### config.mk
export PLATFORM = sky130hd
export DESIGN_NAME = uart_frame_ctrl
export DESIGN_NICKNAME = d
export VERILOG_FILES = /design/src/rtl/uart_pkg.sv /design/src/rtl/uart_gap_timer.sv /design/src/rtl/uart_frame_ctrl.sv
export SDC_FILE = /design/constraint.sdc
export NUM_CORES = 1
export LEC_CHECK = 0
export CORE_ASPECT_RATIO = 0.5
export CORE_UTILIZATION = 53
export CTS_BUF_LIST = sky130_fd_sc_hd__clkbuf_8 sky130_fd_sc_hd__clkbuf_16
export DETAILED_ROUTE_END_ITERATION = 8
export PLACE_DENSITY = 0.86
export SLEW_MARGIN = 15
export SYNTH_ARGS = -nofsm -noshare
export SYNTH_HDL_FRONTEND = slang
export SYNTH_SLANG_ARGS = --single-unit
### constraint.sdc
create_clock -name clk -period 7.5 [get_ports clk]
set_clock_uncertainty 0.1 [all_clocks]
set_input_delay 1.5 -clock clk [delete_from_list [all_inputs] [get_ports clk]]
set_output_delay 1.5 -clock clk [all_outputs]
set_load 0.05 [all_outputs]
### src/rtl/uart_pkg.sv
// Shared types and constants for the UART receive frame sequencer.
// Define UART_FRAME_LEN_LIMIT_EN to enable the frame length limit and DRAIN state.
package uart_pkg;

    localparam int unsigned UART_TMR_W = 32;
    localparam logic [UART_TMR_W-1:0] UART_GAP_MIN = 1;

    typedef enum logic [1:0] {
        StIdle,
        StWaitFirst,
        StInFrame
`ifdef UART_FRAME_LEN_LIMIT_EN
        ,
        StDrain
`endif
    } uart_state_t;

endpackage

### src/rtl/uart_gap_timer.sv
// Down-counting watchdog; expire pulses for one cycle when the count runs out.
// A zero preset loaded with infinite set keeps the timer running without ever expiring.
module uart_gap_timer
    import uart_pkg::*;
(
    input  logic                  clk,
    input  logic                  rst,
    input  logic                  load,
    input  logic                  stop,
    input  logic                  infinite,
    input  logic [UART_TMR_W-1:0] preset,
    output logic                  expire,
    output logic                  running
);

    logic [UART_TMR_W-1:0] cnt_q;
    logic                  run_q;

    always_ff @(posedge clk) begin
        if (rst) begin
            cnt_q <= '0;
            run_q <= 1'b0;
        end else if (stop) begin
            run_q <= 1'b0;
        end else if (load) begin
            cnt_q <= preset;
            run_q <= (preset != '0) || infinite;
        end else if (run_q) begin
            if (cnt_q == UART_TMR_W'(1)) begin
                run_q <= 1'b0;
            end else if (cnt_q != '0) begin
                cnt_q <= cnt_q - UART_TMR_W'(1);
            end
        end
    end

    // Expiry is seen during the last counted cycle so the owner can register its pulse.
    assign expire  = run_q && (cnt_q == UART_TMR_W'(1));
    assign running = run_q;

endmodule

### src/rtl/uart_frame_ctrl.sv
// Frame sequencer: frames the UART RX byte strobe using first-byte and idle-gap timeouts.
// Define UART_FRAME_LEN_LIMIT_EN to cap frames at MAX_LEN bytes and flag overflow.
module uart_frame_ctrl
    import uart_pkg::*;
#(
    parameter int unsigned LEN_W   = 16,
    parameter int unsigned MAX_LEN = 256
) (
    input  logic                  clk,
    input  logic                  rst,
    input  logic                  arm,
    input  logic                  abort,
    input  logic                  auto_rearm,
    input  logic [UART_TMR_W-1:0] cfg_first_timeout,
    input  logic [UART_TMR_W-1:0] cfg_gap,
    input  logic                  rx_valid,
    output logic                  busy,
    output logic                  frame_start,
    output logic                  frame_end,
    output logic [LEN_W-1:0]      frame_len,
    output logic                  frame_err,
    output logic                  timeout
);

    uart_state_t           state_q;
    logic                  tmr_load;
    logic                  tmr_inf;
    logic                  tmr_expire;
    logic                  tmr_running;
    logic [UART_TMR_W-1:0] tmr_preset;
    logic [UART_TMR_W-1:0] gap_eff;
    logic                  rearm_exit;

    assign gap_eff    = (cfg_gap < UART_GAP_MIN) ? UART_GAP_MIN : cfg_gap;
    assign rearm_exit = tmr_expire && auto_rearm;

    // Config is only sampled here, at the moment the timer loads.
    always_comb begin
        tmr_load   = 1'b0;
        tmr_preset = cfg_first_timeout;
        if (!abort) begin
            case (state_q)
                StIdle: tmr_load = arm;
                default: begin
                    if (rx_valid) begin
                        tmr_load   = 1'b1;
                        tmr_preset = gap_eff;
                    end else if (rearm_exit) begin
                        tmr_load = 1'b1;
                    end
                end
            endcase
        end
        tmr_inf = (tmr_preset == '0);
    end

    uart_gap_timer u_timer (
        .clk      (clk),
        .rst      (rst),
        .load     (tmr_load),
        .stop     (abort),
        .infinite (tmr_inf),
        .preset   (tmr_preset),
        .expire   (tmr_expire),
        .running  (tmr_running)
    );

    always_ff @(posedge clk) begin
        if (rst) begin
            state_q     <= StIdle;
            busy        <= 1'b0;
            frame_start <= 1'b0;
            frame_end   <= 1'b0;
            frame_len   <= '0;
            frame_err   <= 1'b0;
            timeout     <= 1'b0;
        end else begin
            frame_start <= 1'b0;
            frame_end   <= 1'b0;
            timeout     <= 1'b0;
            if (abort) begin
                state_q <= StIdle;
                busy    <= 1'b0;
            end else begin
                case (state_q)
                    StIdle: begin
                        if (arm) begin
                            state_q <= StWaitFirst;
                            busy    <= 1'b1;
                        end
                    end
                    StWaitFirst: begin
                        if (rx_valid) begin
                            state_q     <= StInFrame;
                            frame_start <= 1'b1;
                            frame_len   <= LEN_W'(1);
                            frame_err   <= 1'b0;
                        end else if (tmr_expire) begin
                            timeout <= 1'b1;
                            state_q <= auto_rearm ? StWaitFirst : StIdle;
                            busy    <= auto_rearm;
                        end
                    end
                    StInFrame: begin
                        if (rx_valid) begin
`ifdef UART_FRAME_LEN_LIMIT_EN
                            if (frame_len == LEN_W'(MAX_LEN)) begin
                                frame_err <= 1'b1;
                                state_q   <= StDrain;
                            end else if (frame_len != '1) begin
                                frame_len <= frame_len + LEN_W'(1);
                            end
`else
                            if (frame_len != '1) begin
                                frame_len <= frame_len + LEN_W'(1);
                            end
`endif
                        end else if (tmr_expire) begin
                            frame_end <= 1'b1;
                            state_q   <= auto_rearm ? StWaitFirst : StIdle;
                            busy      <= auto_rearm;
                        end
                    end
`ifdef UART_FRAME_LEN_LIMIT_EN
                    StDrain: begin
                        // Excess bytes only keep the gap timer alive.
                        if (!rx_valid && tmr_expire) begin
                            frame_end <= 1'b1;
                            state_q   <= auto_rearm ? StWaitFirst : StIdle;
                            busy      <= auto_rearm;
                        end
                    end
`endif
                    default: begin
                        state_q <= StIdle;
                        busy    <= 1'b0;
                    end
                endcase
            end
        end
    end

endmodule

==> reports/metrics.cfg <==
[outcome]
run_status=complete, no violations

[floorplan]
dieArea_um2=6910
initial_core_util=0.560
rows=20
fp.dieW_um=117
fp.coreArea_um2=6210
ios=91
die_h_um=59.3

[finish]
diodes=0
area_delta_synth_final_pct=31.3
layout.nets=570
final_common_cell=clkdlybuf4s50_1
final_cell_mix=clkdlybuf4s50_1 (89), dfxtp_1 (55), a211oi_1 (37), nor2_1 (29), nor4_1 (24)
drive_gt1_frac=0.0507
final_util=0.736

[critical_path]
reg2reg_depth=6
endpoint_kind=flip-flop
critPathArrivalTime_ns=4.45
start_kind=input port
r2r_start=u_timer.cnt_q[12]
worst-r2r-setup-slack_ns=4.15
crit_path_cell_trace=clkdlybuf4s50_1, nor3b_1, nand4_1, or3_1, or3_1, mux2i_1, a211oi_1
cp_num_cells=7
r2r_end=u_timer.cnt_q[26]
crit_top_cell=or3_1
cp_slowest_cell=clkdlybuf4s50_1
critPathTopFamily=simple AND/OR/NAND/NOR gates
cpPeakStageDelay_ns=0.77
cp.required_ns=7.62
critPathKind=in2reg
setup.worst_path.start=abort
crit_buf_inv=1
worstPathMaxFanout=17

[min_path]
holdPathEnd=u_timer.cnt_q[8]
hp-class=reg2reg
hold_depth=2
holdCritStartpoint=u_timer.cnt_q[8]

[synth]
synthTopCellsByArea=dfxtp_1 (32%), a211oi_1 (8.0%), xnor2_1 (5.0%)
synth.distinct_cells=51
synthArstFlopShare=0
synthFlopType=dfxtp_1
synth_edf_count=0
synth_top_area_share=0.317
syn_area_um2=3480
yosysTopAreaCell=dfxtp_1
synth_area_per_cell_um2=8.32
ys_ff_latch=55
syn-num-nets=496
netlist_instances=418
synth_seq_area_share=0.317
yosys_warnings=0

[grt]
grt_antenna_before_repair=0
grt_pass1_vias=3286
grt_pass1_wl_mm=15.3
grt.overflow.total=0
grt_usage=0.285
grt_max_degree=41

[detailed_routing]
vias_per_cell=6.08
first_iter_violations=246
drc=0
wl_per_cell_um=16.0
vias=3535
antenna_left=0
dr.pass1.iters=5
finalWirelength_mm=9.27

[clocking]
cts.clk_slew.worst_paths_ns=0.07
numCtsBuffers=5
postCtsHoldBufs=0
cts_tree=yes
cts-root-buf=clkbuf_16
cts_htree_levels=2
post_cts.repair.setup_buffers=0
cts_sinks=55
ctsResizeCount=0
cts_buffer_depth=2
clock_latency_ns=0.30

[sta]
fin_crit_ns=4.33
rsz0062_at_grt=no
setup_viol=0
slew_violations=0
fin_crit_sh=0.578
tightest_slew_ns=1.16
timing.setup.tns_ns=0
max_freq_mhz=231
slew-limit-headroom=0.217
hold_viol=0

[power]
leakage_nw=1.57
ir_drop_v=0.0000887
powerDensity_nw_per_um2=160

[placed_design]
numPortBuffers=89
gp_congestion=0.873
hpwl_mm=6.68

[run]
max_cap_violations=0

==> layout make-up <==
class                           instances  area, um^2
Sequential cell                        55        1100
Multi-Input combinational cell        330        2250
Clock buffer                            6         139
Fill cell                             496        1640
Timing Repair Buffer                   93         921
Tap cell                               88         110
Clock inverter                          2        16.3
Inverter                                7        26.3
==> how the worst max path moves through the flow <==
| stage | endpoint |
|---|---|
| 2_1_floorplan | u_timer.cnt_q[25] |
| 3_3_place_gp | u_timer.cnt_q[22] |
| 3_5_place_dp | u_timer.cnt_q[22] |
| 4_1_cts | u_timer.cnt_q[22] |
| 5_1_grt | u_timer.cnt_q[2] |
| 6_report | u_timer.cnt_q[22] |
==> Yosys cell counts, drive strengths merged, types with 5 or more instances <==
cell / number
clkbuf: 20
nor3: 22
a21o: 7
a211oi: 39
or3: 9
mux2i: 14
nor2b: 19
a21oi: 16
nor4: 27
nand2: 18
ha: 8
xnor2: 20
nand4: 13
xor2: 11
dfxtp: 55
or4: 7
nor2: 30
inv: 7
a221oi: 5
nand3: 8
and3: 8
o21ai: 14
buf: 6
==> stage by stage <==
stage / area [um^2] / hold slack (ns) / std cells / power [mW] / setup slack, ns
3_3_place_gp: 4410 / 0.389 / 573 / 0.485 / 3.04
4_1_cts: 4560 / 0.398 / 581 / 0.727 / 3.21
3_5_place_dp: 4410 / 0.389 / 573 / 0.487 / 2.94
2_1_floorplan: 3480 / 0.368 / 418 / 0.424 / 4.18
6_report: 4570 / 0.398 / 581 / 0.728 / 3.17
5_1_grt: 4570 / 0.432 / 581 / 0.759 / 2.87
==> metal layers <==
metal	wire length [um]	global-route usage	vias to the layer above
met5	0	0	-
met3	503	0.0573	15
met2	4400	0.500	116
met4	110	0.0687	0
li1	-	-	1733
met1	4260	0.365	1671
==> state kept, by name (all words and copies together), names as in the netlist <==
signal           count
timeout              1
u_timer.cnt_q       32
frame_end            1
state_q              2
busy                 1
u_timer.running      1
frame_len           16
frame_start          1
==> report_power, final <==
group          total [mW]  internal [mW]  leakage, nW  switching, mW
Clock               0.243          0.134       0.0731          0.109
Combinational       0.159         0.0779         1.04         0.0808
Sequential          0.327          0.308        0.450         0.0185
Total               0.728          0.520         1.57          0.209
==> tightest hold or removal path: stages, from the launching register on <==
cell      delay, ns
dfxtp_1        0.32
o41ai_1        0.06
a221oi_1       0.07
==> logic make-up (layout without fill, tap and decap cells) <==
| kind of cell | Yosys count | after routing | synth area share |
|---|---|---|---|
| xor gates and xnor gates | 31 | 31 | 0.0781 |
| muxes | 14 | 14 | 0.0403 |
| buffers and inverters | 33 | 108 | 0.0392 |
| and+or+nand+nor | 177 | 177 | 0.296 |
| other | 1 | 1 | 0.00108 |
| AOI/OAI and AO/OA | 99 | 99 | 0.200 |
| DFF | 55 | 55 | 0.317 |
| adders and majority gates | 8 | 8 | 0.0288 |
(Power assumes the default switching activity.)
